`src/rtl/ps2_keyboard_if.sv`:
```
// PS/2 keyboard receiver bus: raw keyboard lines in, received byte and ready flag out.
interface ps2_keyboard_if;
   logic       ps2k_clk;
   logic       ps2k_data;
   logic [7:0] ps2_byte;
   logic       ps2_state;

   modport slave  (input  ps2k_clk, ps2k_data, output ps2_byte, ps2_state);
   modport master (output ps2k_clk, ps2k_data, input  ps2_byte, ps2_state);
endinterface

```
`src/rtl/ps2_keyboard.sv`:
```
// PS/2 device-to-host receiver: synchronises the keyboard lines, deframes 11-bit frames
// and presents each good scan-code byte with a sticky ready flag cleared by rst.
module ps2_keyboard #(
   parameter int unsigned SYNC_STAGES    = 2,
   parameter int unsigned TIMEOUT_CYCLES = 50000
) (
   input  logic           clk,
   input  logic           rst,
   ps2_keyboard_if.slave  bus
);
   localparam int unsigned BIT_W    = 4;
   localparam int unsigned LAST_BIT = 10;
   localparam int unsigned TO_W     = $clog2(TIMEOUT_CYCLES + 1);

   logic [1:0]             r_rst_pipe;
   logic                   w_rst_n;
   logic [SYNC_STAGES-1:0] r_clk_sync;
   logic [SYNC_STAGES-1:0] r_data_sync;
   logic                   r_clk_prev;
   logic                   w_clk_s;
   logic                   w_data_s;
   logic                   w_fall;
   logic [BIT_W-1:0]       r_bit_cnt;
   logic [9:0]             r_shift;
   logic [TO_W-1:0]        r_timeout;
   logic                   w_frame_end;
   logic                   w_frame_ok;
   logic                   r_state;
   logic [7:0]             r_byte;

   // Assert asynchronously, release two clocks later so no flop sees a partial release.
   always_ff @(posedge clk or negedge rst) begin
      if (!rst) r_rst_pipe <= 2'b00;
      else      r_rst_pipe <= {r_rst_pipe[0], 1'b1};
   end
   assign w_rst_n = r_rst_pipe[1];

   always_ff @(posedge clk or negedge w_rst_n) begin
      if (!w_rst_n) begin
         r_clk_sync  <= '1;
         r_data_sync <= '1;
         r_clk_prev  <= 1'b1;
      end else begin
         r_clk_sync  <= {r_clk_sync[SYNC_STAGES-2:0], bus.ps2k_clk};
         r_data_sync <= {r_data_sync[SYNC_STAGES-2:0], bus.ps2k_data};
         r_clk_prev  <= w_clk_s;
      end
   end

   assign w_clk_s  = r_clk_sync[SYNC_STAGES-1];
   assign w_data_s = r_data_sync[SYNC_STAGES-1];
   assign w_fall   = r_clk_prev & ~w_clk_s;

   // r_shift holds bits 0..9 (start at [0], data [8:1], parity [9]); stop is the live sample.
   assign w_frame_end = w_fall && (r_bit_cnt == BIT_W'(LAST_BIT));
   assign w_frame_ok  = w_frame_end && !r_shift[0] && w_data_s && (^r_shift[9:1]);

   always_ff @(posedge clk or negedge w_rst_n) begin
      if (!w_rst_n) begin
         r_bit_cnt <= '0;
         r_shift   <= '0;
         r_timeout <= '0;
      end else if (w_fall) begin
         r_timeout <= '0;
         if (w_frame_end) begin
            r_bit_cnt <= '0;
            r_shift   <= '0;
         end else begin
            r_bit_cnt <= r_bit_cnt + BIT_W'(1);
            r_shift   <= {w_data_s, r_shift[9:1]};
         end
      end else if (r_bit_cnt == '0) begin
         r_timeout <= '0;
      end else if (r_timeout == TO_W'(TIMEOUT_CYCLES - 1)) begin
         r_bit_cnt <= '0;
         r_shift   <= '0;
         r_timeout <= '0;
      end else begin
         r_timeout <= r_timeout + TO_W'(1);
      end
   end

   always_ff @(posedge clk or negedge w_rst_n) begin
      if (!w_rst_n)        r_state <= 1'b0;
      else if (w_frame_ok) r_state <= 1'b1;
   end

   // Deliberately not reset: the consumer reads the byte while its ack holds rst low.
   always_ff @(posedge clk) begin
      if (w_frame_ok) r_byte <= r_shift[8:1];
   end

   assign bus.ps2_byte  = r_byte;
   assign bus.ps2_state = r_state;
endmodule

```
`src/flat_wrapper.sv`:
```
// flat-port wrapper written by rule: the top's interface ports become plain ports
module ps2_keyboard_flat 
#(
   parameter int unsigned SYNC_STAGES    = 2,
   parameter int unsigned TIMEOUT_CYCLES = 50000
)
  (clk, rst, bus_ps2k_clk, bus_ps2k_data, bus_ps2_byte, bus_ps2_state);
  ps2_keyboard_if bus_i ();
  input  logic clk;
  input  logic rst;
  input wire logic [$bits(bus_i.ps2k_clk)-1:0] bus_ps2k_clk;
  input wire logic [$bits(bus_i.ps2k_data)-1:0] bus_ps2k_data;
  output wire logic [$bits(bus_i.ps2_byte)-1:0] bus_ps2_byte;
  output wire logic [$bits(bus_i.ps2_state)-1:0] bus_ps2_state;
  assign bus_i.ps2k_clk = bus_ps2k_clk;
  assign bus_i.ps2k_data = bus_ps2k_data;
  assign bus_ps2_byte = bus_i.ps2_byte;
  assign bus_ps2_state = bus_i.ps2_state;
  ps2_keyboard #(.SYNC_STAGES(SYNC_STAGES), .TIMEOUT_CYCLES(TIMEOUT_CYCLES)) u_core (.clk(clk), .rst(rst), .bus(bus_i));
endmodule
```
`config.mk`:
```
export PLATFORM = sky130hd
export DESIGN_NAME = ps2_keyboard_flat
export DESIGN_NICKNAME = d
export VERILOG_FILES = /design/src/rtl/ps2_keyboard_if.sv /design/src/rtl/ps2_keyboard.sv /design/src/flat_wrapper.sv
export SDC_FILE = /design/constraint.sdc
export NUM_CORES = 1
export LEC_CHECK = 0
export CAP_MARGIN = 20
export CORE_UTILIZATION = 35
export CTS_CLUSTER_DIAMETER = 100
export CTS_CLUSTER_SIZE = 24
export DETAILED_ROUTE_END_ITERATION = 10
export PLACE_DENSITY = 0.6
export SLEW_MARGIN = 20
export SYNTH_ARGS = -nofsm -noshare
export SYNTH_HDL_FRONTEND = slang
export SYNTH_SLANG_ARGS = --single-unit
```
`constraint.sdc`:
```
create_clock -name clk -period 2.8 [get_ports clk]
set_clock_uncertainty 0.1 [all_clocks]
set_input_delay 0.28 -clock clk [delete_from_list [all_inputs] [get_ports clk]]
set_output_delay 0.28 -clock clk [all_outputs]
set_load 0.02 [all_outputs]
```
======== After elaboration in Yosys (flattened, before gate mapping) ========
Index checks and enable logic that the tools add are counted.
storage, ports and cells
  flip-flop bits (word level) ............. 46
  output and inout bits ................... 9
cells by class
  $add $sub $neg .......................... 2
  eq/ne operators ......................... 3
  mux-type cells .......................... 11
  bitwise gates (word level) .............. 2
  reduce and logical (&&, ||, !) cells .... 9
operators with widths
  operator                 number
  $mux W16                 3
  $mux W10                 4
  $add A16 B1 Y16 const B  1
  $eq A16 B16 Y1 const B   1
  $mux W4                  4
  $reduce_xor A9 Y1        1
  $add A4 B1 Y4 const B    1
  $eq A4 B4 Y1 const B     1
  $logic_and A1 B1 Y1      4
  $logic_not A4 Y1         1
  $ne A2 B1 Y1 const B     1
  $reduce_and A2 Y1        1
  $reduce_bool A2 Y1       1
  $and A1 B1 Y1            1
  $logic_not A1 Y1         1
  $not A1 Y1               1

======== Longest topological paths before layout ========
Gate-level depths: netlist (run 1).
  word-level depth ........................ 6
  gate-level depth with buffers ........... 7
  gate-level depth less buffers ........... 6

======== Worst setup path after synthesis (run 1) ========
OpenSTA, ideal clock, no wires.
  path type ............................... register -> register
  start ................................... register u_core.r_clk_prev
  end ..................................... register u_core.r_byte[0], in the netlist u_core.bus.ps2_byte[0], enable pin
  setup time .............................. 0.383 ns
  arrival ................................. 1.778 ns
  data required time ...................... 2.317 ns
  path slack .............................. 0.539 ns
  stages on the path, launching flop included .. 5
  buffers on the path ..................... 1
  period minus slack after synthesis ...... 2.261 ns
  cells stage by stage .................... dfstp_2 -> nand2b_1 -> clkbuf_1 -> or3b_2 -> nor3_1
between the ends
  longest elaborated chain between the ends .. 5
RTL lines
  item                               RTL line            RTL
  start: declaration                 ps2_keyboard.sv:19  logic r_clk_prev;
  start signal: assignment           ps2_keyboard.sv:46  r_clk_prev <= w_clk_s;
  $and A1 B1 Y1                      ps2_keyboard.sv:52  assign w_fall = r_clk_prev & ~w_clk_s;
  $logic_and A1 B1 Y1                ps2_keyboard.sv:55  assign w_frame_end = w_fall && (r_bit_cnt == BIT_W'(LAST_BIT));
  $logic_and A1 B1 Y1 (3 in series)  ps2_keyboard.sv:56  assign w_frame_ok = w_frame_end && !r_shift[0] && w_data_s && (^r_shift[9:1]);
  named net u_core.w_frame_ok        ps2_keyboard.sv:27  logic w_frame_ok;
  end signal: assignment             ps2_keyboard.sv:90  if (w_frame_ok) r_byte <= r_shift[8:1];
  end: declaration                   ps2_keyboard.sv:29  logic [7:0] r_byte;
The timed path passes the listed nets, and every way through them passes these cells.
A chain may end at the register's enable or synchronous reset.

======== Worst setup path after layout (run 1) ========
  start ................................... register u_core.r_timeout[10]
  end ..................................... register u_core.r_bit_cnt[0]
between the ends
  longest elaborated chain between the ends .. 3
RTL lines
  item                                 RTL line            RTL
  start: declaration                   ps2_keyboard.sv:25  logic [TO_W-1:0] r_timeout;
  start signal: assignment             ps2_keyboard.sv:79  r_timeout <= r_timeout + TO_W'(1);
  $eq A16 B16 Y1                       ps2_keyboard.sv:74  end else if (r_timeout == TO_W'(TIMEOUT_CYCLES - 1)) begin
  $reduce_bool A2 Y1 (no source line)  --
  $reduce_and A2 Y1 (no source line)   --
  end signal: assignment               ps2_keyboard.sv:69  r_bit_cnt <= r_bit_cnt + BIT_W'(1);
  end: declaration                     ps2_keyboard.sv:23  logic [BIT_W-1:0] r_bit_cnt;
No other way between the ends.

==> results of run 1 <==
[synth_stat cells, types with 2 or more instances]
| cell | n | area, µm² |
|---|---|---|
| clkbuf_1 | 3 | 11.26 |
| dfrtp_1 | 33 | 825.8 |
| o31ai_1 | 2 | 15.01 |
| edfxtp_1 | 8 | 240.2 |
| ha_1 | 4 | 50.05 |
| a21oi_1 | 2 | 10.01 |
| nor3_1 | 5 | 25.02 |
| xnor2_1 | 16 | 140.1 |
| dfstp_2 | 5 | 131.4 |
| xor2_1 | 2 | 17.52 |
| nor2_1 | 16 | 60.06 |
| a22o_1 | 11 | 96.34 |
| inv_1 | 6 | 22.52 |
| nand3b_1 | 4 | 30.03 |
| nand4_1 | 3 | 18.77 |
| nor4_1 | 3 | 18.77 |
| nand2_1 | 6 | 22.52 |
| nand3_1 | 7 | 35.03 |
[through the flow]
| step | hold WS (ps) | cell area, µm² | instances | setup WS (ps) | utilization |
|---|---|---|---|---|---|
| final | 31.98 | 2241 | 245 | 778.1 | 0.4279 |
| after floorplan | -115.6 | 1941 | 156 | 538.6 | - |
| after global routing | 4.221 | 2241 | 245 | 631.8 | 0.4279 |
| after CTS | 24.39 | 2241 | 245 | 804.7 | 0.4279 |
| after global placement | 107.9 | 2155 | 237 | 839.6 | 0.4114 |
| after detailed placement | 123.0 | 2155 | 237 | 806.9 | 0.4114 |
[flip-flops by register name, summed over array words and instances, names as in the netlist, 2 cells and up]
register,cells
u_core.bus.ps2_byte,8
u_core.r_bit_cnt,4
u_core.r_clk_sync,2
u_core.r_data_sync,2
u_core.r_rst_pipe,2
u_core.r_shift,10
u_core.r_timeout,16
[final cells by class]
type	count	share of cell area
flip-flops and latches	46	0.5343
well taps	70	0.03908
repair buffers	15	0.06365
clock buffers	6	0.03238
multi-input cells	100	0.3143
inverters	6	0.01005
clock inverters	2	0.006142
[cell families after synthesis]
family / count (synthesis)
AND/OR/NAND/NOR: 57
flip-flops: 46
XOR/XNOR: 19
AO/OA/AOI/OAI: 18
buffers and inverters: 10
adder cells (fa/ha/maj): 4
other: 1
multiplexers: 1
[critical path: stages, from the launching register on]
cell,delay [ps]
dfrtp_1,430
nor4b_1,430
nand4_1,240
o21a_1,390
mux2_2,330
[per-layer routing]
metal  part of all wire  routed length, µm  track usage  up-vias
li1                   -                  -            -      584
met1               0.46               1491       0.1503      611
met2               0.50               1631       0.2153       17
met3              0.029                 93      0.03593        5
met4              0.013                 43      0.04615        0
met5                  0                  0            0        -
[power groups by stage]
stage / Combinational (µW) / Sequential, µW / Clock [µW]
global route: 335 / 875 / 436
finish: 299 / 859 / 394
global placement: 292 / 864 / 0
CTS: 306 / 859 / 402
detailed placement: 302 / 870 / 0
floorplan: 236 / 859 / 0
[how the worst min path moves through the flow]
stage,start,slack (ps),endpoint
6_report,rst,30,u_core.r_rst_pipe[0]$_DFF_PN0_
5_1_grt,rst,4,u_core.r_rst_pipe[0]$_DFF_PN0_
4_1_cts,rst,20,u_core.r_rst_pipe[0]$_DFF_PN0_
3_5_place_dp,u_core.r_rst_pipe[1]$_DFF_PN0_,120,u_core.r_timeout[1]$_DFF_PN0_
3_3_place_gp,u_core.r_rst_pipe[1]$_DFF_PN0_,110,u_core.r_timeout[2]$_DFF_PN0_
2_1_floorplan,rst,-120,u_core.r_rst_pipe[0]$_DFF_PN0_
==> flow_metrics.tcl, run 1 <==
set metrics [dict create \
    antenna_left 0 \
    synth_cell_types 38 \
    vdd_drop_max_mv 0.3499 \
    area.sequential_um2 1197 \
    setup-tns-final_ps 0 \
    comb_power_share 0.193 \
    viasPerCell 4.967 \
    slew_headroom 0.5986 \
    die_w_um 76.46 \
    synth-compound-area-share 0.07221 \
    numClockSinks 46 \
    ctsResizeCount 0 \
    ys_ff_latch 46 \
    synthArstFlopShare 0.8261 \
    hold_viol 0 \
    fp.dieH_um 76.46 \
    rsz0062_at_grt "no" \
    io_buffers 12 \
    diodes 0 \
    ys_seq_area_frac 0.6170 \
    r2r-end "u_core.r_bit_cnt[0]$_DFFE_PN0P_" \
    start_kind "flop" \
    cts.htree.levels 2 \
    core_area_um2 5238 \
    crit_path_end_kind "flop" \
    syn_inst 156 \
    worst-slew-pin-transition_ps 600.3 \
    clock_latency_ps 300 \
    post_cts.repair.setup_buffers 0 \
    cts_tree "built" \
    syn_nets 164 \
    status "finished clean" \
    cp.arrival_ps 2110 \
    wl_per_cell_um 13.30 \
    route.vias.total 1217 \
    final_cell_mix "dfrtp_1, xnor2_1, nor2_1, clkdlybuf4s50_1, a22o_1" \
    antenna_found_initial 0 \
    regToRegStartpoint "u_core.r_timeout[10]$_DFF_PN0_" \
    synthAdderAreaFrac 0.02579 \
    cts.hold.buffers_added 0 \
    synth_top_family_by_area "simple AND/OR/NAND/NOR gates" \
    slew_viol_final 0 \
    synthSimpleGateAreaFrac 0.1644 \
    path_max_fanout 12 \
    rows 26 \
    grt_util_all_layers 0.1260 \
    ff2ff_path_depth 4 \
    synth_xor_area_frac 0.09284 \
    setup.worst_path.start "u_core.r_timeout[10]$_DFF_PN0_" \
    setup_viol 0 \
    fillers 485 \
    syn_area_per_cell_um2 12.44 \
    fin_crit_sh 0.7221 \
    power.density_nw_per_um2 692.7 \
    synth_edf_count 8 \
    area_growth_pct 15.47 \
    cts_buffers 5 \
    max-cap-violations 0 \
    drt_wl_total_mm 3.259 \
    clk_pin_slew_ps 90 \
    rrSetupSlack_ps 780 \
    drtPass1Iterations 4 \
    seq_power_share 0.554 \
    intPower_uw 1107 \
    drc 0 \
    cts-root-buf "clkbuf_8" \
    grt_pass1_wl_mm 5.809 \
    final_common_cell "dfrtp_1" \
    synthesis.area_um2 1941 \
    drt_iter0_drc 52 \
    fin_nets 182 \
    fin_crit_ps 2022 \
    max_freq_mhz 494.6 \
    initial_core_util 0.3705 \
    die_area_um2 5846 \
    multi_input_area_um2 704.4 \
    ioPinCount 13 \
    drive_above_1_share 0.1257 \
    place_hpwl_mm 2.225 \
    synthFlopType "dfrtp_1" \
    clockBufferDepth 2 \
    synthMuxAreaShare 0.005803 \
    p_clk_frac 0.254 \
    setup.worst_path.end "u_core.r_bit_cnt[0]$_DFFE_PN0P_" \
    finalPower_uw 1552 \
    crit_type "reg -> reg" \
    total_leakage_power_uw 0.0009021 \
    grt_remaining_overflow 0 \
    place_congestion 0.7880 \
    worstHoldPathType "in -> async" \
    grt_max_degree 25 \
    required_ps 2890 \
    yosysWarnings 0 \
    grt_pass1_vias 1266 \
    p_sw_frac 0.2866 \
    switching_power_uw 444.9 \
]
(Power assumes the default switching activity.)
==> run 2: changes to the inputs <==
- clock period: 2.8 -> 2 ns (I/O delays scaled with it)
==> run 2 against run 1 <==
Against the previous run:
- clock power is 39% higher
- largest power group unchanged
- sequential share of layout area is 3.0 points lower
- highest routed layer unchanged
- wire length is 1.7% lower
==> flow_metrics.tcl, run 2 (same netlist as run 1, synthesis figures left out) <==
set metrics [dict create \
    ioPinCount 13 \
    cts_buffers 5 \
    grt_pass1_wl_mm 5.575 \
    max_stage_delay_ps 430 \
    busiest_layer "met2" \
    clockBufferDepth 2 \
    grt_remaining_overflow 0 \
    io_buffers 12 \
    grt_max_degree 26 \
    die_area_um2 5846 \
    total_leakage_power_uw 0.0009778 \
    fin_nets 193 \
    die_w_um 76.46 \
    initial_core_util 0.3705 \
    whs_ps 113.6 \
    path_max_fanout 8 \
    max_freq_mhz 507.8 \
    fp.dieH_um 76.46 \
    drt_wl_total_mm 3.205 \
    worstHoldPathType "reg -> async" \
    drtPass1Iterations 4 \
    met3_usage 0.03234 \
    drt_iter0_drc 73 \
    largest_reg_flops 16 \
    grt_util_all_layers 0.1218 \
    grt_use_met2 0.1928 \
    antenna_found_initial 0 \
    wl_per_cell_um 12.52 \
    core_area_um2 5238 \
    rsz0062_at_grt "yes" \
    route.vias.total 1258 \
    multi_input_area_um2 726.9 \
    setup_viol 0 \
    cts_tree "built" \
    final_cell_mix "dfrtp_1, nor2_1, xnor2_1, clkdlybuf4s50_1" \
    path_buf_inv 1 \
    crit_type "reg -> reg" \
    drc 0 \
    place_hpwl_mm 2.329 \
    status "finished clean" \
    setup-tns-final_ps 0 \
    slew_headroom 0.6295 \
    fin_area_um2 2375 \
    viasPerCell 4.914 \
    cp.arrival_ps 1890 \
    power.density_nw_per_um2 950.3 \
    top_register "u_core.r_timeout" \
    grt_pass1_vias 1228 \
    cp_top_family "XOR/XNOR gates" \
    worst-slew-pin-transition_ps 553.2 \
    start_kind "flop" \
    crit_path_end_kind "flop" \
    area.sequential_um2 1197 \
    dp_cells 245 \
    cts-root-buf "clkbuf_8" \
    required_ps 1920 \
    final_common_cell "dfrtp_1" \
    met1_usage 0.1616 \
    max-cap-violations 0 \
    path_cells "xnor2_2 > xnor3_1 > xnor2_1 > nor3_4 > buf_12" \
    drive_above_1_share 0.1989 \
    slew_viol_final 0 \
    antenna_left 0 \
    hold_viol 0 \
    area_growth_pct 22.37 \
    rows 26 \
    placed_area_um2 2238 \
    place_congestion 0.7408 \
    cts.htree.levels 2 \
    slowest_stage "dfrtp_1" \
    instances_no_fill 256 \
    vdd_drop_max_mv 0.5648 \
    fin_crit_ps 1969 \
    numClockSinks 46 \
    clock_latency_ps 290 \
    diodes 0 \
    clk_pin_slew_ps 90 \
    fin_crit_sh 0.9847 \
    fillers 480 \
]
## run 2: cell count changes in the layout (fill, tap and decap cells not counted), sizes merged
cell and delta:
clkbuf -1, buf +10, inv +1, dlygate4sd3 +1
## run 2: layout make-up
class | instances | area share
Sequential cell | 46 | 0.5042
Multi-Input combinational cell | 100 | 0.3061
Timing Repair Buffer | 26 | 0.1064
Tap cell | 70 | 0.03688
Clock buffer | 5 | 0.02898
Inverter | 6 | 0.009484
Clock inverter | 3 | 0.007903
## run 2: path summary, 6_finish.rpt
check                                               startpoint                                to  slack (ps)  cells after the start
worst min-delay path            u_core.r_rst_pipe[1]$_DFF_PN0_   u_core.r_bit_cnt[1]$_DFFE_PN0P_         110                      0
min in group clk                                  bus_ps2k_clk    u_core.r_clk_sync[0]$_DFF_PN1_         210                      1
worst max register to register   u_core.r_shift[3]$_DFFE_PN0P_  u_core.bus.ps2_byte[6]$_DFFE_PP_          30                      5
max in group asynchronous       u_core.r_rst_pipe[1]$_DFF_PN0_    u_core.r_clk_sync[1]$_DFF_PN1_        1120                      1
worst min register to register  u_core.r_rst_pipe[1]$_DFF_PN0_   u_core.r_bit_cnt[1]$_DFFE_PN0P_         110                      0
worst max-delay path             u_core.r_shift[3]$_DFFE_PN0P_  u_core.bus.ps2_byte[6]$_DFFE_PP_          30                      5
## run 2: where the power goes
part,switching (µW),internal (µW)
Sequential,112,1080
Combinational,241,277
Clock,301,246
## run 2: layer usage
| metal | vias up | wire length, µm |
|---|---|---|
| met4 | 0 | 24 |
| met5 | - | 0 |
| li1 | 608 | - |
| met3 | 2 | 67 |
| met1 | 635 | 1570 |
| met2 | 13 | 1543 |
## run 2: timing repair
| action | in CTS | in global routing |
|---|---|---|
| setup buffers | 0 | 2 |
| hold buffers | 1 | 0 |
| endpoints found under the hold margin | 2 | 0 |
| resized for setup | 1 | 2 |
| setup endpoints to repair | 9 | 9 |
| pin swaps | 1 | 3 |
## run 2: stage by stage
step	utilization	worst slack, ps	power (µW)
6_report	0.4534	30.56	2257
5_1_grt	0.4534	-35.85	2390
4_1_cts	0.4465	6.373	2268
3_5_place_dp	0.4274	-7.806	1713
3_3_place_gp	0.4274	66.33	1683
2_1_floorplan	-	90.61	1556
